$ cat config.mk
export PLATFORM = sky130hd
export DESIGN_NAME = sync_fifo_prog_flat
export DESIGN_NICKNAME = d
export VERILOG_FILES = /design/src/rtl/sync_fifo_prog_if.sv /design/src/rtl/sync_fifo_prog.sv /design/src/flat_wrapper.sv
export SDC_FILE = /design/constraint.sdc
export NUM_CORES = 1
export LEC_CHECK = 0
export CORE_ASPECT_RATIO = 0.9
export CORE_MARGIN = 2
export CORE_UTILIZATION = 40
export DETAILED_ROUTE_END_ITERATION = 10
export GPL_TIMING_DRIVEN = 0
export PLACE_DENSITY = 0.63
export RECOVER_POWER = 25
export SLEW_MARGIN = 20
export SYNTH_ARGS = -nofsm -noshare
export SYNTH_HDL_FRONTEND = slang
export SYNTH_SLANG_ARGS = --single-unit
$ cat constraint.sdc
create_clock -name clk -period 6.3 [get_ports clk]
set_input_delay 0.63 -clock clk [delete_from_list [all_inputs] [get_ports clk]]
set_output_delay 0.63 -clock clk [all_outputs]
set_load 0.03 [all_outputs]
$ cat src/rtl/sync_fifo_prog_if.sv
// sync_fifo_prog_if: handshake, status and threshold signals of sync_fifo_prog.
//   master : producer/consumer side (drives w_en, w_data, r_en, thresholds, clr_flags)
//   slave  : FIFO side (drives r_data, occupancy count and all status flags)
// count, af_thresh and ae_thresh are aw+1 bits so they can represent 0..depth.
interface sync_fifo_prog_if #(
   parameter int width = 8,
   parameter int depth = 16
);
   localparam int aw = $clog2(depth);

   logic             w_en;
   logic [width-1:0] w_data;
   logic             r_en;
   logic [width-1:0] r_data;
   logic             full;
   logic             empty;
   logic             almost_full;
   logic             almost_empty;
   logic [aw:0]      count;
   logic [aw:0]      af_thresh;
   logic [aw:0]      ae_thresh;
   logic             overflow;
   logic             underflow;
   logic             clr_flags;

   modport master (
      output w_en, w_data, r_en, af_thresh, ae_thresh, clr_flags,
      input  r_data, full, empty, almost_full, almost_empty, count,
             overflow, underflow
   );

   modport slave (
      input  w_en, w_data, r_en, af_thresh, ae_thresh, clr_flags,
      output r_data, full, empty, almost_full, almost_empty, count,
             overflow, underflow
   );
endinterface

$ cat src/rtl/sync_fifo_prog.sv
// sync_fifo_prog: single-clock FIFO with programmable almost-full/almost-empty
// thresholds, occupancy count, sticky overflow/underflow flags and an optional
// first-word-fall-through read mode.
//   clk    : clock, all logic on the rising edge
//   rst_n  : asynchronous active-low reset
//   bus    : sync_fifo_prog_if.slave (write/read handshake, data, status, thresholds)
// Parameters: width (data bits), depth (entries, power of two >= 2),
//             fwft (0 = registered read with 1-cycle latency, 1 = fall-through).
module sync_fifo_prog #(
   parameter int width = 8,
   parameter int depth = 16,
   parameter int fwft  = 0
) (
   input logic             clk,
   input logic             rst_n,
   sync_fifo_prog_if.slave bus
);
   localparam int aw = $clog2(depth);
   localparam logic [aw:0] c_full_cnt = (aw+1)'(depth);

   logic [width-1:0] r_mem [depth];
   logic [aw-1:0]    r_wr_ptr;
   logic [aw-1:0]    r_rd_ptr;
   logic [aw:0]      r_count;
   logic             r_full;
   logic             r_empty;
   logic             r_af;
   logic             r_ae;
   logic             r_ovf;
   logic             r_unf;
   logic             r_arm;

   logic [aw:0]      w_count_nxt;
   logic             w_wr_acc;
   logic             w_rd_acc;
   logic             w_ovf_set;
   logic             w_unf_set;

   // r_arm stays low for the first edge after reset release so that a request
   // already present when rst_n rises is not captured.
   always_comb begin
      w_wr_acc    = r_arm & bus.w_en & ~r_full;
      w_rd_acc    = r_arm & bus.r_en & ~r_empty;
      w_ovf_set   = r_arm & bus.w_en & r_full;
      w_unf_set   = r_arm & bus.r_en & r_empty;
      w_count_nxt = r_count;
      case ({w_wr_acc, w_rd_acc})
         2'b10:   w_count_nxt = r_count + 1'b1;
         2'b01:   w_count_nxt = r_count - 1'b1;
         default: w_count_nxt = r_count;
      endcase
   end

   always_ff @(posedge clk or negedge rst_n) begin
      if (!rst_n) begin
         r_arm    <= 1'b0;
         r_wr_ptr <= '0;
         r_rd_ptr <= '0;
         r_count  <= '0;
         r_full   <= 1'b0;
         r_empty  <= 1'b1;
         r_af     <= 1'b0;
         r_ae     <= 1'b1;
         r_ovf    <= 1'b0;
         r_unf    <= 1'b0;
      end else begin
         r_arm <= 1'b1;
         if (w_wr_acc) r_wr_ptr <= r_wr_ptr + 1'b1;
         if (w_rd_acc) r_rd_ptr <= r_rd_ptr + 1'b1;
         r_count <= w_count_nxt;
         // All flags come from the next count so they always agree with count.
         r_full  <= (w_count_nxt == c_full_cnt);
         r_empty <= (w_count_nxt == '0);
         r_af    <= (bus.af_thresh != '0) && (w_count_nxt >= bus.af_thresh);
         r_ae    <= (w_count_nxt <= bus.ae_thresh);
         // Set has priority over clear.
         if (w_ovf_set)          r_ovf <= 1'b1;
         else if (bus.clr_flags) r_ovf <= 1'b0;
         if (w_unf_set)          r_unf <= 1'b1;
         else if (bus.clr_flags) r_unf <= 1'b0;
      end
   end

   // Storage is deliberately not reset.
   always_ff @(posedge clk) begin
      if (w_wr_acc) r_mem[r_wr_ptr] <= bus.w_data;
   end

   generate
      if (fwft != 0) begin : g_fwft
         assign bus.r_data = r_mem[r_rd_ptr];
      end else begin : g_std
         logic [width-1:0] r_rdata;
         always_ff @(posedge clk or negedge rst_n) begin
            if (!rst_n)        r_rdata <= '0;
            else if (w_rd_acc) r_rdata <= r_mem[r_rd_ptr];
         end
         assign bus.r_data = r_rdata;
      end
   endgenerate

   assign bus.count        = r_count;
   assign bus.full         = r_full;
   assign bus.empty        = r_empty;
   assign bus.almost_full  = r_af;
   assign bus.almost_empty = r_ae;
   assign bus.overflow     = r_ovf;
   assign bus.underflow    = r_unf;
endmodule

$ cat src/flat_wrapper.sv
// flat-port wrapper written by rule: the top's interface ports become plain ports
module sync_fifo_prog_flat 
#(
   parameter int width = 8,
   parameter int depth = 16,
   parameter int fwft  = 0
)
  (clk, rst_n, bus_w_en, bus_w_data, bus_r_en, bus_af_thresh, bus_ae_thresh, bus_clr_flags, bus_r_data, bus_full, bus_empty, bus_almost_full, bus_almost_empty, bus_count, bus_overflow, bus_underflow);
  sync_fifo_prog_if #(.width(width), .depth(depth)) bus_i ();
  input logic clk;
  input logic rst_n;
  input wire logic [$bits(bus_i.w_en)-1:0] bus_w_en;
  input wire logic [$bits(bus_i.w_data)-1:0] bus_w_data;
  input wire logic [$bits(bus_i.r_en)-1:0] bus_r_en;
  input wire logic [$bits(bus_i.af_thresh)-1:0] bus_af_thresh;
  input wire logic [$bits(bus_i.ae_thresh)-1:0] bus_ae_thresh;
  input wire logic [$bits(bus_i.clr_flags)-1:0] bus_clr_flags;
  output wire logic [$bits(bus_i.r_data)-1:0] bus_r_data;
  output wire logic [$bits(bus_i.full)-1:0] bus_full;
  output wire logic [$bits(bus_i.empty)-1:0] bus_empty;
  output wire logic [$bits(bus_i.almost_full)-1:0] bus_almost_full;
  output wire logic [$bits(bus_i.almost_empty)-1:0] bus_almost_empty;
  output wire logic [$bits(bus_i.count)-1:0] bus_count;
  output wire logic [$bits(bus_i.overflow)-1:0] bus_overflow;
  output wire logic [$bits(bus_i.underflow)-1:0] bus_underflow;
  assign bus_i.w_en = bus_w_en;
  assign bus_i.w_data = bus_w_data;
  assign bus_i.r_en = bus_r_en;
  assign bus_i.af_thresh = bus_af_thresh;
  assign bus_i.ae_thresh = bus_ae_thresh;
  assign bus_i.clr_flags = bus_clr_flags;
  assign bus_r_data = bus_i.r_data;
  assign bus_full = bus_i.full;
  assign bus_empty = bus_i.empty;
  assign bus_almost_full = bus_i.almost_full;
  assign bus_almost_empty = bus_i.almost_empty;
  assign bus_count = bus_i.count;
  assign bus_overflow = bus_i.overflow;
  assign bus_underflow = bus_i.underflow;
  sync_fifo_prog #(.width(width), .depth(depth), .fwft(fwft)) u_core (.clk(clk), .rst_n(rst_n), .bus(bus_i));
endmodule
== After elaboration in Yosys (flattened, before gate mapping) ==
Memories as Yosys holds them, arrays and structs flattened. A register that Yosys moved wholly into a read port is not among the register bits.
Index checks and enable logic that the tools add are counted.
Cells by class
  reduce and logical (&&, ||, !) cells: 6
  magnitude comparators: 2
  add/sub/neg operators: 4
  bitwise operators: 8
  equal/unequal tests: 3
  muxes and demuxes: 6
Operators by type and width (count)
  $pmux 5 s2: 1
  $add 4x1->4 const B: 2
  $and 1x1->1: 6
  $add 5x1->5 const B: 1
  $eq 5x5->1 const B: 1
  $ge 5x5->1: 1
  $le 5x5->1: 1
  $logic_not 5->1: 1
  $mux 1: 5
  $reduce_bool 5->1: 1
  $sub 5x1->5 const B: 1
  $reduce_bool 2->1: 2
  $eq 2x1->1 const B: 1
  $eq 2x2->1 const B: 1
  $not 1->1: 2
  $logic_and 1x1->1: 1
  $logic_not 1->1: 1
Word-level totals
  RAM bits: 128
  input bits: 23
  bits in registers: 20
  memories kept: 1
Memories
  u_core.r_mem: words 16, width 8, read ports 1, clocked after Yosys merged registers in 1, wr ports 1, RTL line sync_fifo_prog.sv:21  | logic [width-1:0] r_mem [depth];

== Depth between registers and ports, before layout ==
  depth after elaboration: 6
  gate-level depth with buffers: 14

== Worst setup path after synthesis ==
Ideal clock, no wire load.
  kind: input -> register
  start point: input port bus_w_en
  end point: register u_core.r_af (netlist: u_core.bus.almost_full)
  stages on the path: 12
  required time: 6.172 ns
  arrival time: 2.903 ns
  setup slack: 3.269 ns
  cells stage by stage: nand2_1 > nor2_1 > inv_1 > ha_1 > clkbuf_1 > mux2_2 > ha_1 > a21o_1 > a21o_1 > a21o_1 > a21oi_1 > a21oi_1
On the way
  longest elaborated chain between the ends: 6
  elaborated cells on any way between the ends: 7
  classes of those cells: order compare (1); eq/ne (2); mux (1); bitwise (2); reduce/logical (1)
Ends and longest elaborated chain
  start, declared: RTL line flat_wrapper.sv:12  | input wire logic [$bits(bus_i.w_en)-1:0] bus_w_en;
  $and 1x1->1 * (2 in a row): RTL line sync_fifo_prog.sv:42  | w_wr_acc = r_arm & bus.w_en & ~r_full;
  $eq 2x1->1 or $eq 2x2->1 (tied branches): RTL line sync_fifo_prog.sv:47  | case ({w_wr_acc, w_rd_acc})
  $pmux 5 s2 *: RTL line sync_fifo_prog.sv:47
  via u_core.w_count_nxt[1]: RTL line sync_fifo_prog.sv:33  | logic [aw:0] w_count_nxt;
  $ge 5x5->1 *: RTL line sync_fifo_prog.sv:74  | r_af <= (bus.af_thresh != '0) && (w_count_nxt >= bus.af_thresh);
  $logic_and 1x1->1 *: RTL line sync_fifo_prog.sv:74
  end signal, assigned: RTL line sync_fifo_prog.sv:74
  end, declared: RTL line sync_fifo_prog.sv:27  | logic r_af;
The timed path passes the listed nets; every way through them passes the cells marked *.
A chain may end at the register's enable or synchronous reset.

== Worst setup path after layout ==
Ends and elaborated chain as after synthesis.

==> results.json <==
{
  "status": "complete, but fails checks",
  "violated_checks": "capacitance limit, slew limit",
  "holdCritPathClass": "register to register",
  "cts_tree": "yes",
  "ys_warn_count": 0,
  "setup.worst_path.end_class": "register",
  "cell_area_after_technology_mapping_mm2": 0.00651,
  "routed_wirelength_um": 12700,
  "number_of_global_route_vias_before_repair": 3344,
  "hold_buffers": 0,
  "worstPathArrival_ns": 4.01,
  "cell_internal_pwr_uw": 2400,
  "async_flop_share": 0.179,
  "yosysMostFrequentCell": "sky130_fd_sc_hd__edfxtp_1",
  "fin_skew_ns": 0.00917,
  "syn-num-nets": 401,
  "ys_top_cells_by_area": "sky130_fd_sc_hd__edfxtp_1, sky130_fd_sc_hd__mux4_2, sky130_fd_sc_hd__dfrtp_1",
  "detail_route.drc_violations": 0,
  "number_of_buffers_inserted_by_post_cts_setup_repair": 0,
  "synthesis.instances": 361,
  "avg_wl_per_cell_um": 19.7,
  "p_sw_frac": 0.311,
  "final_setup_violation_count": 0,
  "maxCapViolCount": 1,
  "max_slew_margin": -0.0556,
  "ioPinCount": 42,
  "h-tree-depth": 4,
  "dpl.cell_count": 609,
  "post_synth_edffs": 128,
  "floorplan.initialDensity": 0.406,
  "chip_width_um": 138,
  "cts.repair.resized": 0,
  "power.combinational.fraction": 0.328,
  "worstSkewPairLatency_ns": 0.42,
  "detail-route-antenna-nets": 0,
  "place_congestion": 0.762,
  "flow.area_growth_from_synthesis_pct": 19.4,
  "die_height_um": 125,
  "final.min_clock_period_ns": 3.71,
  "drt-initial-drc-count": 278,
  "place_hpwl_um": 8400,
  "synth.avg_cell_area_um2": 18.0,
  "grt_antenna_before_repair": 0,
  "clkPwrFrac": 0.296,
  "power-per-cell-area_mw_per_mm2": 448,
  "post_route_cells_drive_above_1_share": 0.159,
  "seq_power_share": 0.376,
  "timing.final.hold_violations": 0,
  "reg2reg_slack_ns": 3.00,
  "yosys.area.top_type_share": 0.591,
  "design.die.area_mm2": 0.0173,
  "synth-main-ff-cell": "sky130_fd_sc_hd__edfxtp_1",
  "groute.usage.overall": 0.154,
  "final_cells": 641,
  "floorplan_core_area_mm2": 0.0160,
  "cts.reportedPaths.clkPinSlew_ns": 0.06,
  "path_class": "input pin to register",
  "first_pass_grt_wire_length_um": 19400,
  "vias": 3299,
  "achievable-frequency_mhz": 270,
  "rsz_0062_raised_after_global_routing": "no",
  "power.ir.vdd_worst_v": 0.000213,
  "grt_max_degree": 29,
  "post-route-util": 0.485,
  "post_synth_num_cell_types": 38,
  "firstDrtPassIters": 4,
  "synth.yosys.seq_area_share": 0.699,
  "cts.root.buffer_cell": "sky130_fd_sc_hd__clkbuf_16",
  "period_share": 0.589,
  "finalNetCount": 461,
  "antenna-diode-count": 0,
  "cts_buffers": 17,
  "switching_power_uw": 1080,
  "leakage_uw": 0.00276,
  "worst_setup_path_start_kind": "input pin",
  "synth.cells.most_frequent": "sky130_fd_sc_hd__edfxtp_1, sky130_fd_sc_hd__nand2_1, sky130_fd_sc_hd__mux4_2",
  "overflow": 0,
  "final.setup.tns_ns": 0,
  "yosys_top_cell_by_area": "sky130_fd_sc_hd__edfxtp_1",
  "placementRows": 44,
  "port-buffer-count": 41,
  "critical_path_required_ns": 6.60,
  "synth-seq-cells": 156,
  "tightestPinTransition_ns": 1.58,
  "cts.sink_count": 156,
  "critPathMaxFanout": 9,
  "vias_per_cell": 5.15,
  "cts_max_path_buffers": 2,
  "drv_slew": 29
}
## final cells by class
type | instances | area [um^2]
fillers | 1295 | 8250
flip-flops and latches | 156 | 4550
multi-input cells | 174 | 1810
clock buffers | 18 | 429
repair buffers | 41 | 404
well taps | 207 | 259
clock inverters | 14 | 169
plain buffers | 15 | 88.8
inverters | 16 | 60.1
## registers in the layout (all words and copies together) (netlist names)
signal / flops
u_core.bus.r_data: 8
u_core.r_rd_ptr: 4
u_core.bus.almost_full: 1
u_core.r_mem: 128
u_core.r_wr_ptr: 4
u_core.bus.full: 1
u_core.bus.almost_empty: 1
u_core.bus.underflow: 1
u_core.bus.count: 5
u_core.bus.empty: 1
u_core.bus.overflow: 1
u_core.r_arm: 1
## critical path: stages
cell	delay (ns)
sky130_fd_sc_hd__dlygate4sd3_1	0.61
sky130_fd_sc_hd__nand2_1	0.07
sky130_fd_sc_hd__nor2_1	0.39
sky130_fd_sc_hd__inv_1	0.18
sky130_fd_sc_hd__ha_1	0.31
sky130_fd_sc_hd__clkbuf_1	0.32
sky130_fd_sc_hd__nand3b_1	0.17
sky130_fd_sc_hd__a21oi_1	0.05
sky130_fd_sc_hd__a221oi_1	0.34
sky130_fd_sc_hd__xnor2_1	0.28
sky130_fd_sc_hd__ha_1	0.31
sky130_fd_sc_hd__a21o_1	0.15
sky130_fd_sc_hd__a21oi_1	0.15
sky130_fd_sc_hd__a21oi_1	0.06
## worst paths after layout
path | start | end | cells past startpoint
max in group asynchronous | rst_n | u_core.bus.r_data[3]$_DFFE_PN0P_ | 1
min | u_core.bus.r_data[7]$_DFFE_PN0P_ | u_core.bus.r_data[7]$_DFFE_PN0P_ | 2
max | bus_w_en | u_core.bus.almost_full$_DFF_PN0_ | 14
max reg2reg | u_core.bus.empty$_DFF_PN1_ | u_core.bus.almost_full$_DFF_PN0_ | 13
min reg2reg | u_core.bus.r_data[7]$_DFFE_PN0P_ | u_core.bus.r_data[7]$_DFFE_PN0P_ | 2
min in group asynchronous | rst_n | u_core.bus.count[1]$_DFF_PN0_ | 1
## kinds of logic after synthesis
group                      Yosys count  share of synthesized area
AOI/OAI and AO/OA                   20                     0.0190
other                                1                   0.000576
buffers and inverters               31                     0.0229
muxes                               42                      0.147
adders and majority gates           17                     0.0327
xor gates and xnor gates            12                     0.0161
and+or+nand+nor                     82                     0.0627
DFF                                156                      0.699
## metal layers
layer | part of all wire | global-route usage | vias to the layer above
met4 | 0.013 | 0.0564 | 0
met5 | 0 | 0 | -
li1 | - | - | 1523
met1 | 0.45 | 0.214 | 1692
met2 | 0.49 | 0.241 | 74
met3 | 0.045 | 0.0333 | 10
## placed cells by master (no fill, tap or decap), types with 2 or more instances in the layout
cell type | Yosys | final
sky130_fd_sc_hd__edfxtp_1 | 128 | 128
sky130_fd_sc_hd__clkdlybuf4s50_1 | 0 | 34
sky130_fd_sc_hd__nand2_1 | 33 | 33
sky130_fd_sc_hd__mux4_2 | 30 | 30
sky130_fd_sc_hd__dfrtp_1 | 26 | 26
sky130_fd_sc_hd__ha_1 | 17 | 17
sky130_fd_sc_hd__clkbuf_16 | 0 | 17
sky130_fd_sc_hd__inv_1 | 16 | 16
sky130_fd_sc_hd__and2_1 | 16 | 16
sky130_fd_sc_hd__mux4_1 | 10 | 10
sky130_fd_sc_hd__clkbuf_1 | 7 | 9
sky130_fd_sc_hd__nor2_1 | 8 | 8
sky130_fd_sc_hd__xnor2_1 | 8 | 8
sky130_fd_sc_hd__a21oi_1 | 7 | 7
sky130_fd_sc_hd__dlygate4sd3_1 | 0 | 6
sky130_fd_sc_hd__nand3_1 | 5 | 5
sky130_fd_sc_hd__nor2b_1 | 4 | 4
sky130_fd_sc_hd__xor2_1 | 4 | 4
sky130_fd_sc_hd__o21ai_0 | 4 | 4
sky130_fd_sc_hd__buf_6 | 4 | 4
sky130_fd_sc_hd__clkinvlp_4 | 0 | 4
sky130_fd_sc_hd__nand3b_1 | 3 | 3
sky130_fd_sc_hd__nand2b_1 | 3 | 3
sky130_fd_sc_hd__nor3_1 | 3 | 3
sky130_fd_sc_hd__a21o_1 | 3 | 3
sky130_fd_sc_hd__bufinv_16 | 0 | 3
sky130_fd_sc_hd__inv_6 | 0 | 3
sky130_fd_sc_hd__buf_2 | 2 | 2
sky130_fd_sc_hd__nor4_1 | 2 | 2
sky130_fd_sc_hd__buf_1 | 2 | 2
sky130_fd_sc_hd__nand4_1 | 2 | 2
sky130_fd_sc_hd__clkinv_2 | 0 | 2
sky130_fd_sc_hd__dfstp_2 | 2 | 2
## power groups by stage
stage / Sequential, uW / Combinational [uW] / Clock (uW)
2_1_floorplan: 1420 / 689 / 0
3_3_place_gp: 1330 / 1150 / 0
3_5_place_dp: 1330 / 1160 / 0
4_1_cts: 1310 / 1160 / 1050
5_1_grt: 1330 / 1230 / 1080
6_report: 1310 / 1140 / 1030
## per-stage QoR
stage / cell area [um^2] / setup slack [ns] / hold slack, ns / power, uW
finish: 7770 / 2.59 / 0.474 / 3480
global route: 7770 / 2.25 / 0.518 / 3640
CTS: 7770 / 2.69 / 0.252 / 3520
detailed placement: 7170 / 2.29 / 0.467 / 2490
global placement: 7180 / 2.37 / 0.459 / 2480
floorplan: 6510 / 3.27 / 0.334 / 2110
(Power assumes the default switching activity.)
